[src/rtl/exec_replica_monitor.sv]
// Drives the execute-stage inverter-chain replica, checks that each launch returns within
// one clock, and reports windowed violation counts through a valid/ready result port.
module exec_replica_monitor #(
  parameter int WINDOW = 256,
  parameter int THRESH = 1,
  parameter bit INVERT = 1'b0,
  parameter int SETTLE = 2,
  parameter int CNT_W  = $clog2(WINDOW + 1)
) (
  input  logic             clk,
  input  logic             rst_n,
  input  logic             start,
  input  logic             abort,
  input  logic             continuous,
  input  logic             clear_alarm,
  output logic             rep_launch,
  input  logic             rep_return,
  output logic             err_pulse,
  output logic             busy,
  output logic             res_valid,
  input  logic             res_ready,
  output logic [CNT_W-1:0] res_count,
  output logic             res_alarm,
  output logic             alarm_sticky
);

  localparam int PH_MAX = (SETTLE > WINDOW) ? SETTLE : WINDOW;
  localparam int PH_W   = $clog2(PH_MAX + 1);
  localparam logic [PH_W-1:0]  SETTLE_LAST = PH_W'(SETTLE - 1);
  localparam logic [PH_W-1:0]  WINDOW_LAST = PH_W'(WINDOW - 1);
  localparam logic [CNT_W-1:0] CNT_MAX     = CNT_W'(WINDOW);
  localparam logic [CNT_W-1:0] THRESH_C    = CNT_W'(THRESH);

  typedef enum logic [1:0] {IDLE, ARM, MEASURE, REPORT} state_t;

  state_t           state, state_next;
  logic [PH_W-1:0]  phase;
  logic [CNT_W-1:0] count, count_inc;
  logic             samp_q, exp_q, mismatch;
  logic             toggle, counting, window_done;

  always_ff @(posedge clk or negedge rst_n) begin
    if (!rst_n) state <= IDLE;
    else        state <= state_next;
  end

  always_comb begin
    state_next = state;
    case (state)
      IDLE:    if (start) state_next = ARM;
      ARM:     if (abort) state_next = IDLE;
               else if (phase == SETTLE_LAST) state_next = MEASURE;
      MEASURE: if (abort) state_next = IDLE;
               else if (phase == WINDOW_LAST) state_next = REPORT;
      REPORT:  if (res_ready) state_next = continuous ? ARM : IDLE;
      default: state_next = IDLE;
    endcase
  end

  always_comb begin
    busy        = (state != IDLE);
    res_valid   = (state == REPORT);
    toggle      = (state == ARM) || (state == MEASURE);
    counting    = (state == MEASURE);
    window_done = counting && !abort && (phase == WINDOW_LAST);
  end

  // Phase restarts on every state change so ARM and MEASURE each count from zero
  always_ff @(posedge clk or negedge rst_n) begin
    if (!rst_n)                              phase <= '0;
    else if ((state_next != state) || !toggle) phase <= '0;
    else                                     phase <= phase + 1'b1;
  end

  // exp_q lags the launch by one edge so it lines up with the sampled return
  always_ff @(posedge clk or negedge rst_n) begin
    if (!rst_n) begin
      rep_launch <= 1'b0;
      exp_q      <= 1'b0;
      samp_q     <= 1'b0;
    end else begin
      exp_q  <= rep_launch ^ INVERT;
      samp_q <= rep_return;
      if (toggle) rep_launch <= ~rep_launch;
    end
  end

  assign mismatch = (samp_q != exp_q);

  always_comb begin
    count_inc = count;
    if (count != CNT_MAX) count_inc = count + CNT_W'(mismatch);
  end

  always_ff @(posedge clk or negedge rst_n) begin
    if (!rst_n) begin
      count     <= '0;
      err_pulse <= 1'b0;
    end else begin
      err_pulse <= counting && mismatch;
      count     <= counting ? count_inc : '0;
    end
  end

  // A new alarm outranks a simultaneous clear request
  always_ff @(posedge clk or negedge rst_n) begin
    if (!rst_n) begin
      res_count    <= '0;
      res_alarm    <= 1'b0;
      alarm_sticky <= 1'b0;
    end else begin
      if (window_done) begin
        res_count <= count_inc;
        res_alarm <= (count_inc >= THRESH_C);
      end
      if (window_done && (count_inc >= THRESH_C)) alarm_sticky <= 1'b1;
      else if (clear_alarm)                      alarm_sticky <= 1'b0;
    end
  end

endmodule

[config.mk]
export PLATFORM = sky130hd
export DESIGN_NAME = exec_replica_monitor
export DESIGN_NICKNAME = d
export VERILOG_FILES = /design/src/rtl/exec_replica_monitor.sv
export SDC_FILE = /design/constraint.sdc
export NUM_CORES = 1
export LEC_CHECK = 0
export ABC_CLOCK_PERIOD_IN_PS = 3300
export CAP_MARGIN = 40
export CORE_MARGIN = 1.5
export CORE_UTILIZATION = 54
export DETAILED_ROUTE_END_ITERATION = 8
export PLACE_DENSITY = 0.77
export SLEW_MARGIN = 30
export SYNTH_ARGS = -nofsm -noshare
export SYNTH_HDL_FRONTEND = slang
export SYNTH_SLANG_ARGS = --single-unit
[constraint.sdc]
create_clock -name clk -period 3.3 [get_ports clk]
set_input_delay 0.66 -clock clk [delete_from_list [all_inputs] [get_ports clk]]
set_output_delay 0.66 -clock clk [all_outputs]
set_load 0.005 [all_outputs]
==> results.py, run 1 <==
metrics = {
    "power_and_ir_drop": {
        "total_power_mw": 1.03,
        "power_density_mw_per_mm2": 485,
        "p_leak_nw": 0.924,
        "ir_drop_uv": 281,
    },
    "cells_and_area": {
        "drive_gt1_share_pct": 6.28,
        "nFillCells": 257,
        "nNetsFinal": 224,
        "diodes": 0,
        "syn_to_final_growth_pct": 17.3,
    },
    "clock_network": {
        "clock_path_buffers": 2,
        "cts.sinks": 35,
        "cts_buffers": 5,
        "post_cts.resized_instances": 0,
        "cts_hold_buf": 0,
        "clock_latency_ns": 0.34,
        "post_cts_buffers": 0,
        "cts_tree": "yes",
        "ctsRootBufferMaster": "clkbuf_4",
        "h-tree-depth": 2,
        "clkSlewWorstSetupHoldPaths_ns": 0.11,
    },
    "sta": {
        "final_hold_viol_count": 0,
        "tightest_slew_ns": 0.478,
        "period_needed_ns": 2.59,
        "slew_viol_final": 0,
        "rsz0062_at_grt": "no",
        "layout_worst_path_cycle_share_pct": 78.6,
        "max_freq_ghz": 0.386,
        "slew_headroom_pct": 67.7,
        "tns_ns": 0,
        "fin_hold_ws_ns": 0.448,
        "fin_skew_ns": 0.00735,
        "setup_violations": 0,
    },
    "synth": {
        "ys_types": 36,
        "avgSynthCellArea_sq_um": 10.1,
        "ys_ff_latch": 35,
        "syn_area_sq_mm": 0.00181,
        "synth_nets": 198,
        "ys_seq_area_share_pct": 48.4,
        "netlist_instances": 180,
        "synth_warnings": 0,
    },
    "global_routing": {
        "grt_pass1_wl_um": 5700,
        "overflow": 0,
        "grt_pass1_vias": 1328,
        "track_usage_pct": 21.4,
        "antenna_found_initial": 0,
        "grt_max_degree": 36,
    },
    "drt": {
        "drt-total-wl_um": 3420,
        "wl_met3_um": 113,
        "met1Wirelength_um": 1460,
        "vias_per_cell": 5.42,
        "wl_per_cell_um": 13.6,
        "routed.top_layer": "met4",
        "postRouteAntennaNets": 0,
        "drc": 0,
        "drtIter0Drc": 99,
        "dr_wl_met2_um": 1780,
        "vias": 1360,
        "drt_first_pass_iters": 4,
    },
    "placement": {
        "port_buffers": 22,
        "hpwl_um": 2440,
        "gp_congestion": 0.870,
    },
    "run_status": {
        "status": "finished clean",
    },
    "die": {
        "core_sq_mm": 0.00313,
        "die_x_um": 60.9,
        "die_h_um": 60.9,
        "io-pin-count": 23,
        "core.rowCount": 20,
        "die_area_sq_mm": 0.00371,
        "initial_core_util_pct": 57.9,
    },
    "worst_setup_path": {
        "crit_fanout": 21,
        "critPathCaptureType": "flip-flop",
        "critPathMaxStageDelay_ns": 0.45,
        "critPathKind": "flip-flop to flip-flop",
        "cp-start-kind": "flip-flop",
        "path_cells": "ha_1 -> nand3_1 -> nor2_1 -> and3_1 -> ha_1 -> nand3b_1 -> buf_4 -> a31oi_1 -> and2_1 -> a311o_1 -> nor2_1",
        "critPathRequiredTime_ns": 3.51,
        "reg2reg_depth": 11,
        "timing.critical_path.slowest_stage_cell": "dfrtp_1",
        "crit_arrival_ns": 2.81,
    },
    "job": {
        "drv_cap": 0,
    },
    "worst_hold_path": {
        "hold_class": "flip-flop to flip-flop",
        "whs_path_depth": 0,
    },
}
layout make-up:
type	count	area (sq um)	share of cell area, %
Tap cell	44	55.1	2.59
Clock buffer	7	45.0	2.12
Inverter	10	37.5	1.77
Timing Repair Buffer	24	235	11.1
Multi-Input combinational cell	130	871	41.0
Sequential cell	35	876	41.2
Clock inverter	1	5.00	0.236
synthesized netlist by cell type (all sizes together):
cell type / n / share of area [%]
a211o: 1 / 0.48
a21o: 2 / 0.83
a21oi: 1 / 0.28
a221oi: 1 / 0.48
a2bb2oi: 1 / 0.48
a311o: 1 / 0.55
a311oi: 1 / 0.83
a31oi: 2 / 0.69
a41oi: 1 / 0.48
and2: 4 / 1.4
and3: 4 / 1.4
and4: 1 / 0.48
buf: 1 / 0.62
clkbuf: 4 / 0.83
dfrtp: 35 / 48
ha: 10 / 6.9
inv: 10 / 2.1
nand2: 25 / 5.2
nand2b: 1 / 0.35
nand3: 7 / 1.9
nand3b: 1 / 0.41
nand4: 2 / 0.69
nor2: 13 / 2.7
nor2b: 8 / 2.8
nor3b: 7 / 4.0
nor4: 2 / 0.69
nor4b: 1 / 0.48
nor4bb: 1 / 0.55
o21ai: 11 / 3.0
o221ai: 1 / 0.48
o31ai: 2 / 0.83
o32ai: 1 / 0.48
or3b: 1 / 0.48
xnor2: 8 / 3.9
xor2: 8 / 3.9
per-stage QoR:
step | setup WS (ns) | cell area [sq um] | util, % | std cells
finish | 0.706 | 2120 | 67.9 | 251
global route | 0.420 | 2120 | 67.9 | 251
CTS | 0.680 | 2120 | 67.9 | 251
detailed placement | 0.684 | 2070 | 66.3 | 243
global placement | 0.747 | 2070 | 66.3 | 243
floorplan | 1.01 | 1810 | - | 180
critical path: cells and delay by family (launching register included):
family,cells,cell delay (ns)
AND/OR/NAND/NOR,6,0.84
AO/OA/AOI/OAI,2,0.61
flip-flops,1,0.45
adder cells (fa/ha/maj),2,0.36
buffers and inverters,1,0.22
cell usage in the layout, fill, tap and decap left out, types with 2 or more instances in the layout:
cell	n
a21o_1	2
a31oi_1	2
and2_1	4
and3_1	4
buf_4	2
clkbuf_1	2
clkbuf_4	5
clkdlybuf4s50_1	22
dfrtp_1	35
ha_1	10
inv_1	10
nand2_1	25
nand3_1	7
nand4_1	2
nor2_1	13
nor2b_1	8
nor3b_1	3
nor3b_2	4
nor4_1	2
o21ai_0	11
o31ai_1	2
xnor2_1	8
xor2_1	8
routing by layer:
| layer | vias up | global-route usage [%] |
|---|---|---|
| met5 | - | 0 |
| met4 | 0 | 8.70 |
| met3 | 7 | 5.76 |
| met2 | 31 | 38.4 |
| met1 | 654 | 24.0 |
| li1 | 668 | - |
cell families (layout without fill, tap and decap cells):
group / count (synthesis) / after routing / synth area share, %
AND/OR/NAND/NOR: 78 / 78 / 23.5
buffers and inverters: 15 / 42 / 3.52
adder cells (fa/ha/maj): 10 / 10 / 6.91
XOR/XNOR: 16 / 16 / 7.74
AO/OA/AOI/OAI: 26 / 26 / 9.95
flip-flops: 35 / 35 / 48.4
worst paths after layout:
check / from / end / slack [ns]
max: phase[0] / phase[2] / 0.71
min: rep_launch / exp_q / 0.45
max reg2reg: phase[0] / phase[2] / 0.71
min reg2reg: rep_launch / exp_q / 0.45
max in group asynchronous: rst_n / alarm_sticky / 2.28
min in group asynchronous: rst_n / res_count[6] / 0.72
where the power goes:
part	internal [mW]	leakage [nW]	switching (mW)
logic	0.142	0.416	0.169
registers	0.461	0.479	0.0341
clock network	0.0831	0.0293	0.141
registers in the layout, indices dropped and copies added, names as in the netlist:
name          flops
count             9
phase             9
res_count         9
state             2
alarm_sticky      1
err_pulse         1
exp_q             1
rep_launch        1
res_alarm         1
samp_q            1
(Power assumes the default switching activity.)
==> run 2, diff against run 1 <==
Settings changed: ABC_CLOCK_PERIOD_IN_PS 3300 to 2590.
Clock period 3.3 ns to 2.59 ns, I/O delays scaled along.
==> results.py, run 2 (same netlist as run 1, synthesis figures left out) <==
metrics = {
    "power_and_ir_drop": {
        "clockPowerShare_pct": 21.0,
        "switching_share_pct": 33.6,
        "power_density_mw_per_mm2": 628,
        "p_leak_nw": 0.927,
        "p_comb_share_pct": 31.9,
        "internal-power_uw": 891,
        "switching_power_uw": 451,
        "p_seq_share_pct": 47.1,
        "ir_drop_uv": 420,
    },
    "sta": {
        "slew_viol_final": 0,
        "tns_ns": 0,
        "max_freq_ghz": 0.418,
        "tightest_slew_ns": 0.490,
        "period_needed_ns": 2.39,
        "slew_headroom_pct": 66.9,
        "layout_worst_path_cycle_share_pct": 92.3,
        "fin_skew_ns": 0.00739,
        "final_hold_viol_count": 0,
        "setup_violations": 0,
        "rsz0062_at_grt": "no",
    },
    "clock_network": {
        "ctsRootBufferMaster": "clkbuf_4",
        "cts.sinks": 35,
        "clkSlewWorstSetupHoldPaths_ns": 0.10,
        "clock_path_buffers": 2,
        "cts_buffers": 5,
        "clock_latency_ns": 0.34,
        "h-tree-depth": 2,
        "post_cts_buffers": 0,
        "cts_tree": "yes",
    },
    "drt": {
        "wl_per_cell_um": 13.7,
        "vias_per_cell": 5.51,
        "wl_met3_um": 174,
        "drt_first_pass_iters": 4,
        "routed.top_layer": "met4",
        "drtIter0Drc": 82,
        "vias": 1388,
        "drt-total-wl_um": 3460,
        "dr_wl_met2_um": 1790,
        "met1Wirelength_um": 1430,
        "drc": 0,
        "postRouteAntennaNets": 0,
    },
    "die": {
        "die_x_um": 60.9,
        "core.rowCount": 20,
        "die_h_um": 60.9,
        "io-pin-count": 23,
        "core_sq_mm": 0.00313,
        "die_area_sq_mm": 0.00371,
        "initial_core_util_pct": 57.9,
    },
    "worst_setup_path": {
        "reg2reg_to": "phase[0]",
        "r2r_start": "phase[0]",
        "cp-start-kind": "flip-flop",
        "critPathRequiredTime_ns": 2.86,
        "critPathCaptureType": "flip-flop",
        "crit_fanout": 5,
        "reg2reg_slack_ns": 0.20,
        "reg2reg_depth": 10,
        "crit_arrival_ns": 2.66,
        "critPathKind": "flip-flop to flip-flop",
    },
    "cells_and_area": {
        "drive_gt1_share_pct": 6.73,
        "nFillCells": 257,
        "diodes": 0,
        "final_common_cell": "dfrtp_1",
        "final_util_pct": 68.3,
        "post-route-cell-area_sq_mm": 0.00214,
        "syn_to_final_growth_pct": 18.0,
        "mostFrequentLayoutCells": "35 x dfrtp_1, 25 x nand2_1, 22 x clkdlybuf4s50_1",
        "top_regs": "count x9, phase x9, res_count x9",
        "nNetsFinal": 225,
    },
    "global_routing": {
        "overflow": 0,
        "grt_pass1_wl_um": 5790,
        "grt_pass1_vias": 1351,
        "track_usage_pct": 21.7,
        "antenna_found_initial": 0,
        "grt_max_degree": 36,
    },
    "placement": {
        "place_area_sq_mm": 0.00207,
        "gp_congestion": 0.871,
        "hpwl_um": 2520,
        "port_buffers": 22,
    },
    "worst_hold_path": {
        "min_from": "rep_launch",
        "whs_path_depth": 0,
        "hold_class": "flip-flop to flip-flop",
        "hold_end": "exp_q",
    },
    "run_status": {
        "status": "finished clean",
    },
    "job": {
        "drv_cap": 0,
    },
}
-- run 2: metrics by stage --
stage	total power [mW]	std cells	hold slack [ns]	setup slack, ns
final	1.34	252	0.451	0.200
after global placement	1.02	243	0.408	0.185
after detailed placement	1.04	243	0.425	0.0709
after global routing	1.44	252	0.467	0.0237
after CTS	1.33	251	0.449	0.0525
after floorplan	0.934	180	0.222	0.301
-- run 2: critical path, cell delays in order (launching register included) --
cell and delay (ns):
dfrtp_1 0.45, ha_1 0.25, nand3_1 0.12, nor2_1 0.08
and3_1 0.18, ha_1 0.18, nor4bb_1 0.13, a311oi_2 0.23
a31oi_1 0.11, a311o_2 0.41, nor3b_2 0.19
-- run 2: routing by layer --
layer	vias up	global-route usage (%)
met5	-	0
met4	0	8.39
met3	9	6.82
met2	41	38.1
met1	667	24.6
li1	671	-
-- run 2: power groups by stage --
stage	registers [mW]	clock network, mW	logic (mW)
6_report	0.633	0.282	0.428
5_1_grt	0.639	0.324	0.475
2_1_floorplan	0.632	0	0.303
3_3_place_gp	0.635	0	0.390
4_1_cts	0.630	0.293	0.407
3_5_place_dp	0.641	0	0.404
-- run 2: worst max-delay path by stage --
stage / depth (start not counted) / slack [ns] / startpoint / endpoint
5_1_grt: 10 / 0.02 / phase[0] / phase[6]
4_1_cts: 10 / 0.05 / phase[0] / phase[0]
6_report: 10 / 0.20 / phase[0] / phase[0]
3_5_place_dp: 10 / 0.07 / phase[0] / phase[0]
2_1_floorplan: 11 / 0.30 / phase[0] / phase[0]
3_3_place_gp: 10 / 0.19 / phase[0] / phase[0]
-- run 2: cell type report --
type | instances | area (sq um) | area share [%]
multi-input combinational | 131 | 882 | 41.3
clock inverter | 1 | 5.00 | 0.234
inverter | 10 | 37.5 | 1.76
timing repair buffer | 24 | 235 | 11.0
sequential | 35 | 876 | 41.0
clock buffer | 7 | 45.0 | 2.11
tap | 44 | 55.1 | 2.58
-- run 2: repair_timing --
action	CTS	global route
hold buffers	0	0
resized for setup	0	1
endpoints found under the setup margin	0	9
==> run 3, diff against run 2 <==
Settings changed: GPL_ROUTABILITY_DRIVEN set to 0.
==> results of run 3 <==
No change in the layout: final DEF, timing and power equal those of run 2.
